===== config.mk =====
export PLATFORM = sky130hd
export DESIGN_NAME = spi_slave_gen
export DESIGN_NICKNAME = d
export VERILOG_FILES = /design/src/rtl/spi_pkg.sv /design/src/rtl/spi_tx_shifter.sv /design/src/rtl/spi_slave_gen.sv
export SDC_FILE = /design/constraint.sdc
export NUM_CORES = 1
export LEC_CHECK = 0
export CAP_MARGIN = 20
export CORE_AREA = 2 2 79 81
export CTS_CLUSTER_SIZE = 40
export DETAILED_ROUTE_END_ITERATION = 10
export DIE_AREA = 0 0 81 83
export GPL_TIMING_DRIVEN = 0
export HOLD_SLACK_MARGIN = 0.15
export PLACE_DENSITY = 0.56
export SETUP_SLACK_MARGIN = 0.15
export SYNTH_ARGS = -nofsm -noshare
export SYNTH_HDL_FRONTEND = slang
export SYNTH_HIERARCHICAL = 1
export SYNTH_SLANG_ARGS = --single-unit

===== constraint.sdc =====
create_clock -name clk -period 2.4 [get_ports clk]
set_input_delay 0.72 -clock clk [delete_from_list [all_inputs] [get_ports clk]]
set_output_delay 0.72 -clock clk [all_outputs]
set_load 0.05 [all_outputs]

===== src/rtl/spi_pkg.sv =====
// Shared types and constants for the generic SPI slave front end.
package spi_pkg;

    // Front-end protocol states.
    typedef enum logic [2:0] {
        IDLE      = 3'd0,
        CHK_CMD   = 3'd1,
        WRITE     = 3'd2,
        READ_ADD  = 3'd3,
        READ_DATA = 3'd4
    } spi_state_t;

    // Sub-command field carried in the top two bits of every frame.
    localparam logic [1:0] SUB_WR_ADDR = 2'b00;
    localparam logic [1:0] SUB_WR_DATA = 2'b01;
    localparam logic [1:0] SUB_RD_ADDR = 2'b10;
    localparam logic [1:0] SUB_RD_DATA = 2'b11;

    // Leading command bit that selects the write or read path.
    localparam logic CMD_WR = 1'b0;
    localparam logic CMD_RD = 1'b1;

endpackage


===== src/rtl/spi_tx_shifter.sv =====
// MISO serializer: captures one read word on load and shifts it out one bit per
// clock with an output enable. A clear drops everything at once.
module spi_tx_shifter #(
    parameter int DATA_W    = 8,
    parameter bit MSB_FIRST = 1'b1
) (
    input  logic              clk,
    input  logic              rst_n,
    input  logic              clear,
    input  logic              load,
    input  logic [DATA_W-1:0] data,
    output logic              miso,
    output logic              miso_oe,
    output logic              done
);

    localparam int CNT_W = $clog2(DATA_W + 1);
    localparam logic [CNT_W-1:0] CNT_ZERO = {CNT_W{1'b0}};
    localparam logic [CNT_W-1:0] CNT_ONE  = CNT_W'(1);
    localparam logic [CNT_W-1:0] CNT_LOAD = CNT_W'(DATA_W - 1);

    logic [DATA_W-1:0] shreg_r;
    logic [CNT_W-1:0]  left_r;
    logic              miso_r;
    logic              oe_r;

    logic              first_bit_s;
    logic [DATA_W-1:0] load_rest_s;
    logic              next_bit_s;
    logic [DATA_W-1:0] shifted_s;

    // Select which end of the word leaves first and how the remainder shifts.
    always_comb begin
        first_bit_s = 1'b0;
        load_rest_s = {DATA_W{1'b0}};
        next_bit_s  = 1'b0;
        shifted_s   = {DATA_W{1'b0}};
        if (MSB_FIRST) begin
            first_bit_s = data[DATA_W-1];
            load_rest_s = data << 1'b1;
            next_bit_s  = shreg_r[DATA_W-1];
            shifted_s   = shreg_r << 1'b1;
        end else begin
            first_bit_s = data[0];
            load_rest_s = data >> 1'b1;
            next_bit_s  = shreg_r[0];
            shifted_s   = shreg_r >> 1'b1;
        end
    end

    // Load, shift and retire the read word; MISO idles low when not driving.
    always_ff @(posedge clk) begin
        if (!rst_n) begin
            shreg_r <= {DATA_W{1'b0}};
            left_r  <= CNT_ZERO;
            miso_r  <= 1'b0;
            oe_r    <= 1'b0;
        end else if (clear) begin
            shreg_r <= {DATA_W{1'b0}};
            left_r  <= CNT_ZERO;
            miso_r  <= 1'b0;
            oe_r    <= 1'b0;
        end else if (load) begin
            shreg_r <= load_rest_s;
            left_r  <= CNT_LOAD;
            miso_r  <= first_bit_s;
            oe_r    <= 1'b1;
        end else if (oe_r) begin
            if (left_r != CNT_ZERO) begin
                shreg_r <= shifted_s;
                left_r  <= left_r - CNT_ONE;
                miso_r  <= next_bit_s;
            end else begin
                miso_r <= 1'b0;
                oe_r   <= 1'b0;
            end
        end
    end

    assign miso    = miso_r;
    assign miso_oe = oe_r;
    // High while the final bit of the word is on the line.
    assign done    = oe_r && (left_r == CNT_ZERO);

endmodule


===== src/rtl/spi_slave_gen.sv =====
// Parametrised SPI slave front end: deserialises MOSI frames into rx_data and
// returns one controller read word on MISO per read-data frame.
module spi_slave_gen
    import spi_pkg::*;
#(
    parameter int DATA_W    = 8,
    parameter bit MSB_FIRST = 1'b1
) (
    input  logic              clk,
    input  logic              rst_n,
    input  logic              SS_n,
    input  logic              MOSI,
    input  logic              tx_valid,
    input  logic [DATA_W-1:0] tx_data,
    output logic              rx_valid,
    output logic [DATA_W+1:0] rx_data,
    output logic              tx_ready,
    output logic              MISO,
    output logic              miso_oe,
    output logic              frame_err,
    output logic              busy
);

    localparam int FW    = DATA_W + 2;
    localparam int CNT_W = $clog2(FW + 1);
    localparam logic [CNT_W-1:0] CNT_ZERO = {CNT_W{1'b0}};
    localparam logic [CNT_W-1:0] CNT_ONE  = CNT_W'(1);
    localparam logic [CNT_W-1:0] FW_C     = CNT_W'(FW);
    localparam logic [CNT_W-1:0] LAST_C   = CNT_W'(FW - 1);

    spi_state_t        state_r;
    logic [CNT_W-1:0]  bit_cnt_r;
    logic [FW-1:0]     shreg_r;
    logic [FW-1:0]     rx_data_r;
    logic              rx_valid_r;
    logic              frame_err_r;
    logic              tx_ready_r;
    logic              add_exist_r;
    logic              busy_r;

    logic [FW-1:0]     shift_next_s;
    logic              in_frame_s;
    logic              abort_s;
    logic              load_s;
    logic              tx_done_s;
    logic              miso_s;
    logic              miso_oe_s;

    // Next shift-register value, frame-abort detection and read handshake.
    always_comb begin
        shift_next_s = {FW{1'b0}};
        if (MSB_FIRST) begin
            shift_next_s = {shreg_r[FW-2:0], MOSI};
        end else begin
            shift_next_s = {MOSI, shreg_r[FW-1:1]};
        end
        in_frame_s = (state_r == WRITE) || (state_r == READ_ADD) || (state_r == READ_DATA);
        // A partial payload or a read word still being shifted makes SS_n rising an abort.
        abort_s    = in_frame_s && SS_n &&
                     (((bit_cnt_r != CNT_ZERO) && (bit_cnt_r < FW_C)) ||
                      (miso_oe_s && !tx_done_s));
        load_s     = tx_ready_r && tx_valid && !SS_n;
    end

    // Protocol FSM with registered receive, handshake and status outputs.
    always_ff @(posedge clk) begin
        if (!rst_n) begin
            state_r     <= IDLE;
            bit_cnt_r   <= CNT_ZERO;
            shreg_r     <= {FW{1'b0}};
            rx_data_r   <= {FW{1'b0}};
            rx_valid_r  <= 1'b0;
            frame_err_r <= 1'b0;
            tx_ready_r  <= 1'b0;
            add_exist_r <= 1'b0;
            busy_r      <= 1'b0;
        end else begin
            rx_valid_r  <= 1'b0;
            frame_err_r <= 1'b0;
            case (state_r)
                IDLE: begin
                    bit_cnt_r <= CNT_ZERO;
                    if (!SS_n) begin
                        state_r <= CHK_CMD;
                        busy_r  <= 1'b1;
                    end else begin
                        state_r <= IDLE;
                        busy_r  <= 1'b0;
                    end
                end
                CHK_CMD: begin
                    if (SS_n) begin
                        state_r <= IDLE;
                        busy_r  <= 1'b0;
                    end else begin
                        case (MOSI)
                            CMD_WR:  state_r <= WRITE;
                            CMD_RD:  state_r <= add_exist_r ? READ_DATA : READ_ADD;
                            default: begin
                                state_r <= IDLE;
                                busy_r  <= 1'b0;
                            end
                        endcase
                    end
                end
                WRITE, READ_ADD, READ_DATA: begin
                    if (SS_n) begin
                        // SS_n wins over a bit arriving in the same cycle.
                        state_r     <= IDLE;
                        busy_r      <= 1'b0;
                        bit_cnt_r   <= CNT_ZERO;
                        tx_ready_r  <= 1'b0;
                        frame_err_r <= abort_s;
                    end else if (bit_cnt_r < FW_C) begin
                        shreg_r   <= shift_next_s;
                        bit_cnt_r <= bit_cnt_r + CNT_ONE;
                        if (bit_cnt_r == LAST_C) begin
                            rx_data_r  <= shift_next_s;
                            rx_valid_r <= 1'b1;
                            if (state_r == READ_ADD) begin
                                add_exist_r <= 1'b1;
                            end else if (state_r == READ_DATA) begin
                                add_exist_r <= 1'b0;
                                tx_ready_r  <= 1'b1;
                            end
                        end
                    end else if (load_s) begin
                        // One response per frame: the offer closes on handshake.
                        tx_ready_r <= 1'b0;
                    end
                end
                default: begin
                    state_r <= IDLE;
                    busy_r  <= 1'b0;
                end
            endcase
        end
    end

    spi_tx_shifter #(
        .DATA_W    (DATA_W),
        .MSB_FIRST (MSB_FIRST)
    ) u_tx (
        .clk     (clk),
        .rst_n   (rst_n),
        .clear   (abort_s),
        .load    (load_s),
        .data    (tx_data),
        .miso    (miso_s),
        .miso_oe (miso_oe_s),
        .done    (tx_done_s)
    );

    assign rx_valid  = rx_valid_r;
    assign rx_data   = rx_data_r;
    assign tx_ready  = tx_ready_r;
    assign MISO      = miso_s;
    assign miso_oe   = miso_oe_s;
    assign frame_err = frame_err_r;
    assign busy      = busy_r;

endmodule


* Word level (Yosys, flattened, before mapping) *
Cells that the tools add are included.

cells by class
  add/sub/neg operators = 2
  multipliers = 0
  divide/modulo/power cells = 0
  $lt $le $gt $ge = 1
  equal/unequal tests = 11
  shift-type cells = 0
  mux-type cells = 33
  bitwise gates (word level) = 5
  reductions and logical operators = 34

operators by type and width
  kind                                                                    number
  8-bit 2-to-1 mux                                                        3
  1-bit 2-to-1 mux                                                        18
  3-bit 2-to-1 mux                                                        6
  5-bit AND reduction                                                     2
  3-bit case mux with 3 select lines                                      1
  4-bit 2-to-1 mux                                                        2
  4-bit case mux with 2 select lines                                      1
  2-bit nonzero test                                                      4
  4-bit nonzero test                                                      2
  4-bit OR reduction                                                      2
  1-bit logical AND                                                       7
  3-bit by 2-bit equality test with 1-bit output (second input constant)  2
  3-bit by 2-bit != test with 1-bit output (second input constant)        2
  3-bit != test (second input constant)                                   2
  3-bit case mux with 2 select lines                                      1
  2-bit AND reduction                                                     3
  3-bit AND reduction                                                     2
  3-bit OR reduction                                                      2
  1-bit inverter                                                          5
  4-bit by 1-bit adder with 4-bit output (second input constant)          1
  4-bit equality test (second input constant)                             1
  4-bit logical NOT                                                       1
  4-bit < comparator (second input constant)                              1
  4-bit AND reduction                                                     1
  11 further kinds                                                        14

storage, ports and cells
  flip-flop bits (word level) = 44
  latch bits = 0
  memory bits (writable) = 0
  bits in read-only memories = 0
  output and inout port bits = 16
  word-level logic and storage cells = 100
  memories = 0

* Longest topological paths before layout *
  word-level depth = 7
  gate-level depth with buffers = 9
  depth with buffers taken out = 9

* By module *
The synthesis kept the hierarchy.

by module, submodules not included
  module          instances  cells an instance  area each (um2)  sequential area each (um2)
  spi_slave_gen   1          144                1336.3           620.6
  spi_tx_shifter  1          74                 638.1            260.2

* Worst setup path after synthesis *
OpenSTA, ideal clock, no wires.

  path kind = flip-flop to flip-flop
  from = register u_tx.oe_r (netlist: u_tx/miso_oe)
  to = register u_tx.shreg_r[3]
  setup time = 0.086 ns
  arrival = 2.074 ns
  path slack = 0.240 ns
  stages on the path, launching flop included = 9
  clock period less this slack = 2.160 ns
  cell sequence = dfxtp_1 -> clkbuf_1 -> nand2_1 -> nor3_1 -> o22ai_1 -> and3b_1 -> nor2b_1 -> o21ai_0 -> a211oi_1

between the ends
  longest elaborated chain between the ends = 6
  elaborated cells between the ends (all ways) = 8
  classes of those cells = reduce/logical: 8

ends and longest elaborated chain
  element                              RTL line              text
  start, declared                      spi_tx_shifter.sv:25  logic oe_r;
  start signal, assigned               spi_tx_shifter.sv:57  oe_r <= 1'b0;
  start signal, assigned               spi_tx_shifter.sv:62  oe_r <= 1'b0;
  start signal, assigned               spi_tx_shifter.sv:67  oe_r <= 1'b1;
  1-bit logical AND                    spi_tx_shifter.sv:83  assign done = oe_r && (left_r == CNT_ZERO);
  named net tx_done_s                  spi_slave_gen.sv:45   logic tx_done_s;
  1-bit logical NOT                    spi_slave_gen.sv:61   (miso_oe_s && !tx_done_s));
  1-bit logical AND                    spi_slave_gen.sv:61
  1-bit logical OR                     spi_slave_gen.sv:60   (((bit_cnt_r != CNT_ZERO) && (bit_cnt_r < FW_C)) ||
  1-bit logical AND                    spi_slave_gen.sv:59   abort_s = in_frame_s && SS_n &&
  named net abort_s                    spi_slave_gen.sv:43   logic abort_s;
  2-bit OR reduction (no source line)  n/a
  end signal, assigned                 spi_tx_shifter.sv:59  shreg_r <= {DATA_W{1'b0}};
  end signal, assigned                 spi_tx_shifter.sv:64  shreg_r <= load_rest_s;
  end signal, assigned                 spi_tx_shifter.sv:70  shreg_r <= shifted_s;
  end, declared                        spi_tx_shifter.sv:22  logic [DATA_W-1:0] shreg_r;

The timed path passes the listed nets, and every way through them passes these cells.
A chain may end at the register's enable or synchronous reset.

* Worst setup path after layout *
  from = register rx_data_r[2] (netlist: rx_data[2])
  to = output port rx_data[2]

RTL lines
  element                 RTL line              text
  start, declared         spi_slave_gen.sv:34   logic [FW-1:0] rx_data_r;
  start signal, assigned  spi_slave_gen.sv:71   rx_data_r <= {FW{1'b0}};
  start signal, assigned  spi_slave_gen.sv:118  rx_data_r <= shift_next_s;
  end, declared           spi_slave_gen.sv:16   output logic [DATA_W+1:0] rx_data,

No word-level cell between the ends.

==> results.json <==
{
  "crit_chain": "clkdlybuf4s50_1",
  "coreArea_um2": 5820,
  "synthCells": 218,
  "synth_edf_count": 0,
  "yosys-top-cells-area": "dfxtp_1, o21ai_0, a211oi_1",
  "status": "complete, no violations",
  "synth_xor_area_frac": 0,
  "synth-seq-area-share": 0.446,
  "cp_max_fo": 2,
  "die_w_um": 81,
  "via_count": 1668,
  "maxCapViolCount": 0,
  "cts_root_buf": "clkbuf_8",
  "htree_levels": 2,
  "fmax_mhz": 458,
  "startpoint_type": "register",
  "power_leakage_nw": 0.868,
  "yosys.area.top_type_share": 0.446,
  "tritoncts": "built",
  "synth.distinct_cells": 50,
  "synth_adder_area_share": 0.0253,
  "synth-compound-area-share": 0.261,
  "diodes": 0,
  "slowest_stage": "clkdlybuf4s50_1",
  "syn_avg_cell_area_um2": 9.06,
  "grt_usage": 0.145,
  "grt_pass1_wl_um": 7700,
  "period_share": 0.909,
  "syn_area_um2": 1970,
  "clk_path_buf_depth": 2,
  "instances_no_fill": 330,
  "cts.sinks": 44,
  "drc": 0,
  "routed_wirelength_um": 4530,
  "arrival_ns": 1.46,
  "io_buffers": 28,
  "dpl.cell_count": 321,
  "cp-end-kind": "output pin",
  "clk_latency_ns": 0.30,
  "crit_required_ns": 1.68,
  "synth_seq_cells": 44,
  "relSlewSlack": 0.653,
  "die_h_um": 83,
  "min_to": "rx_data[9]",
  "ys.flop_type": "dfxtp_1",
  "holdPathStages": 2,
  "yosysWarnings": 6,
  "worst_pin_slew_ns": 0.523,
  "r2r_start": "state_r[2]",
  "critical_path_class": "reg -> out",
  "crit_buf_inv": 1,
  "postLayoutCoreUtil": 0.428,
  "fin_worst_skew_ns": 0.00835,
  "synthArstFlopShare": 0,
  "clk_pin_slew_worst_paths_ns": 0.09,
  "setup_violations": 0,
  "crit_path_max_incr_delay_ns": 0.81,
  "numCtsBuffers": 5,
  "syn2layout_area_growth_pct": 26.0,
  "start_util": 0.340,
  "critical-path-top-delay-family": "buffers and inverters",
  "drive_above_1_share": 0.129,
  "hold_path_class": "reg -> reg",
  "final_hold_viol_count": 0,
  "fin_crit_ns": 2.18,
  "grt_max_degree": 16,
  "ir_drop_mv": 0.293,
  "hold_start": "rx_data[9]",
  "r2r_end": "u_tx/shreg_r[4]",
  "slew_viol_final": 0,
  "synth_nets": 235,
  "antenna_left": 0,
  "wl_per_cell_um": 13.7,
  "fp-row-count": 28,
  "gp_congestion": 0.768,
  "grt_overflow": 0,
  "synth_top_area_cell": "dfxtp_1",
  "first_iter_violations": 55,
  "worstRegToRegCells": 7,
  "synth_simple_gate_area_frac": 0.198,
  "ios": 29,
  "r2r_setup_slack_ns": 0.33,
  "final_nets": 271,
  "grt_pass1_vias": 1573,
  "grt_setup_unrepaired": "no",
  "grt_antenna_before_repair": 0,
  "first_pass_iters": 4,
  "power_density_nw_per_um2": 564,
  "via_per_inst": 5.05,
  "synthMuxAreaShare": 0.0108,
  "synth_top_family_by_area": "compound AO/OA/AOI/OAI gates",
  "dp_hpwl_um": 3120,
  "die_area_um2": 6720
}
[flip-flops by register name, indices dropped and copies added, names as in the netlist]
| name | flops |
|---|---|
| u_tx/miso | 1 |
| rx_data | 10 |
| add_exist_r | 1 |
| u_tx/left_r | 4 |
| u_tx/miso_oe | 1 |
| frame_err | 1 |
| state_r | 3 |
| shreg_r | 9 |
| u_tx/shreg_r | 7 |
| busy | 1 |
| bit_cnt_r | 4 |
| tx_ready | 1 |
| rx_valid | 1 |
[layout by cell type (no fill, tap or decap), drive strengths merged, types with 2 or more instances in the layout]
cell | netlist | routed
dfxtp | 44 | 44
or3b | 2 | 2
nand3 | 12 | 12
a21oi | 12 | 12
dlygate4sd2 | 0 | 2
ha | 4 | 4
o21ai | 21 | 21
buf | 8 | 8
and2 | 3 | 3
clkdlybuf4s50 | 0 | 26
inv | 9 | 10
a211oi | 14 | 14
nor2 | 10 | 10
clkbuf | 6 | 12
o22ai | 2 | 2
nor2b | 3 | 3
nand2 | 18 | 18
a22o | 9 | 9
a31oi | 2 | 2
nand2b | 4 | 4
nor3 | 7 | 7
a21boi | 5 | 5
[power breakdown]
part | switching [mW] | internal, mW
combinational | 0.0445 | 0.0340
clock | 0.273 | 0.314
sequential | 0.00340 | 0.733
total | 0.321 | 1.08
[cells in the mapped netlist, drive strengths merged (5+ instances only)]
library cell / n
nor3: 7
inv: 9
a211oi: 14
a22o: 9
nor2: 10
buf: 8
a21boi: 5
o21ai: 21
a21oi: 12
dfxtp: 44
clkbuf: 6
nand2: 18
nand3: 12
[what timing repair did]
action / 4_1_cts / 5_1_grt
setup buffers: 0 / 1
endpoints found under the setup margin: 22 / 19
gates resized for setup: 5 / 10
hold buffers: 0 / 0
pin swaps: 0 / 1
hold endpoints to repair: 0 / 0
[through the flow]
step | setup TNS (ns) | setup WS (ns) | area, µm² | hold slack (ns) | total power [mW]
final | 0 | 0.218 | 2490 | 0.459 | 1.40
after global placement | -6.67 | -0.463 | 2350 | 0.456 | 0.830
after floorplan | 0 | 0.240 | 1970 | 0.441 | 0.794
after global routing | 0 | 0.138 | 2490 | 0.499 | 1.46
after CTS | 0 | 0.128 | 2470 | 0.467 | 1.42
after detailed placement | -6.18 | -0.459 | 2350 | 0.450 | 0.830
[metal layers]
layer / vias up / GRT usage / wire length (µm)
met3: 4 / 0.0337 / 158
met2: 27 / 0.213 / 2070
met4: 0 / 0.0539 / 58
met5: - / 0 / 0
li1: 872 / - / -
met1: 765 / 0.203 / 2240
[logic make-up after synthesis]
| kind of cell | count (synthesis) |
|---|---|
| AO/OA/AOI/OAI | 75 |
| adder cells (fa/ha/maj) | 4 |
| AND/OR/NAND/NOR | 70 |
| flip-flops | 44 |
| buffers and inverters | 23 |
| multiplexers | 2 |
[how the worst max path moves through the flow]
stage,from,slack [ns],end,cells past startpoint
final,rx_data[2],0.22,rx_data[2],1
after global routing,state_r[2],0.14,u_tx/shreg_r[4],7
after CTS,SS_n,0.13,u_tx/shreg_r[4],7
after detailed placement,SS_n,-0.46,u_tx/shreg_r[4],7
after global placement,SS_n,-0.46,u_tx/shreg_r[4],7
after floorplan,u_tx/miso_oe,0.24,u_tx/shreg_r[3],8
[layout make-up]
cell class                 count  area, µm²
inverter                       9       33.8
fill                         603       3330
timing repair buffer          29        285
clock inverter                 3       46.3
clock buffer                   5       68.8
sequential                    44        882
tap                           75       93.8
multi-input combinational    151        986
buffer                        14       91.3
Power figures use the tool's default switching activity.
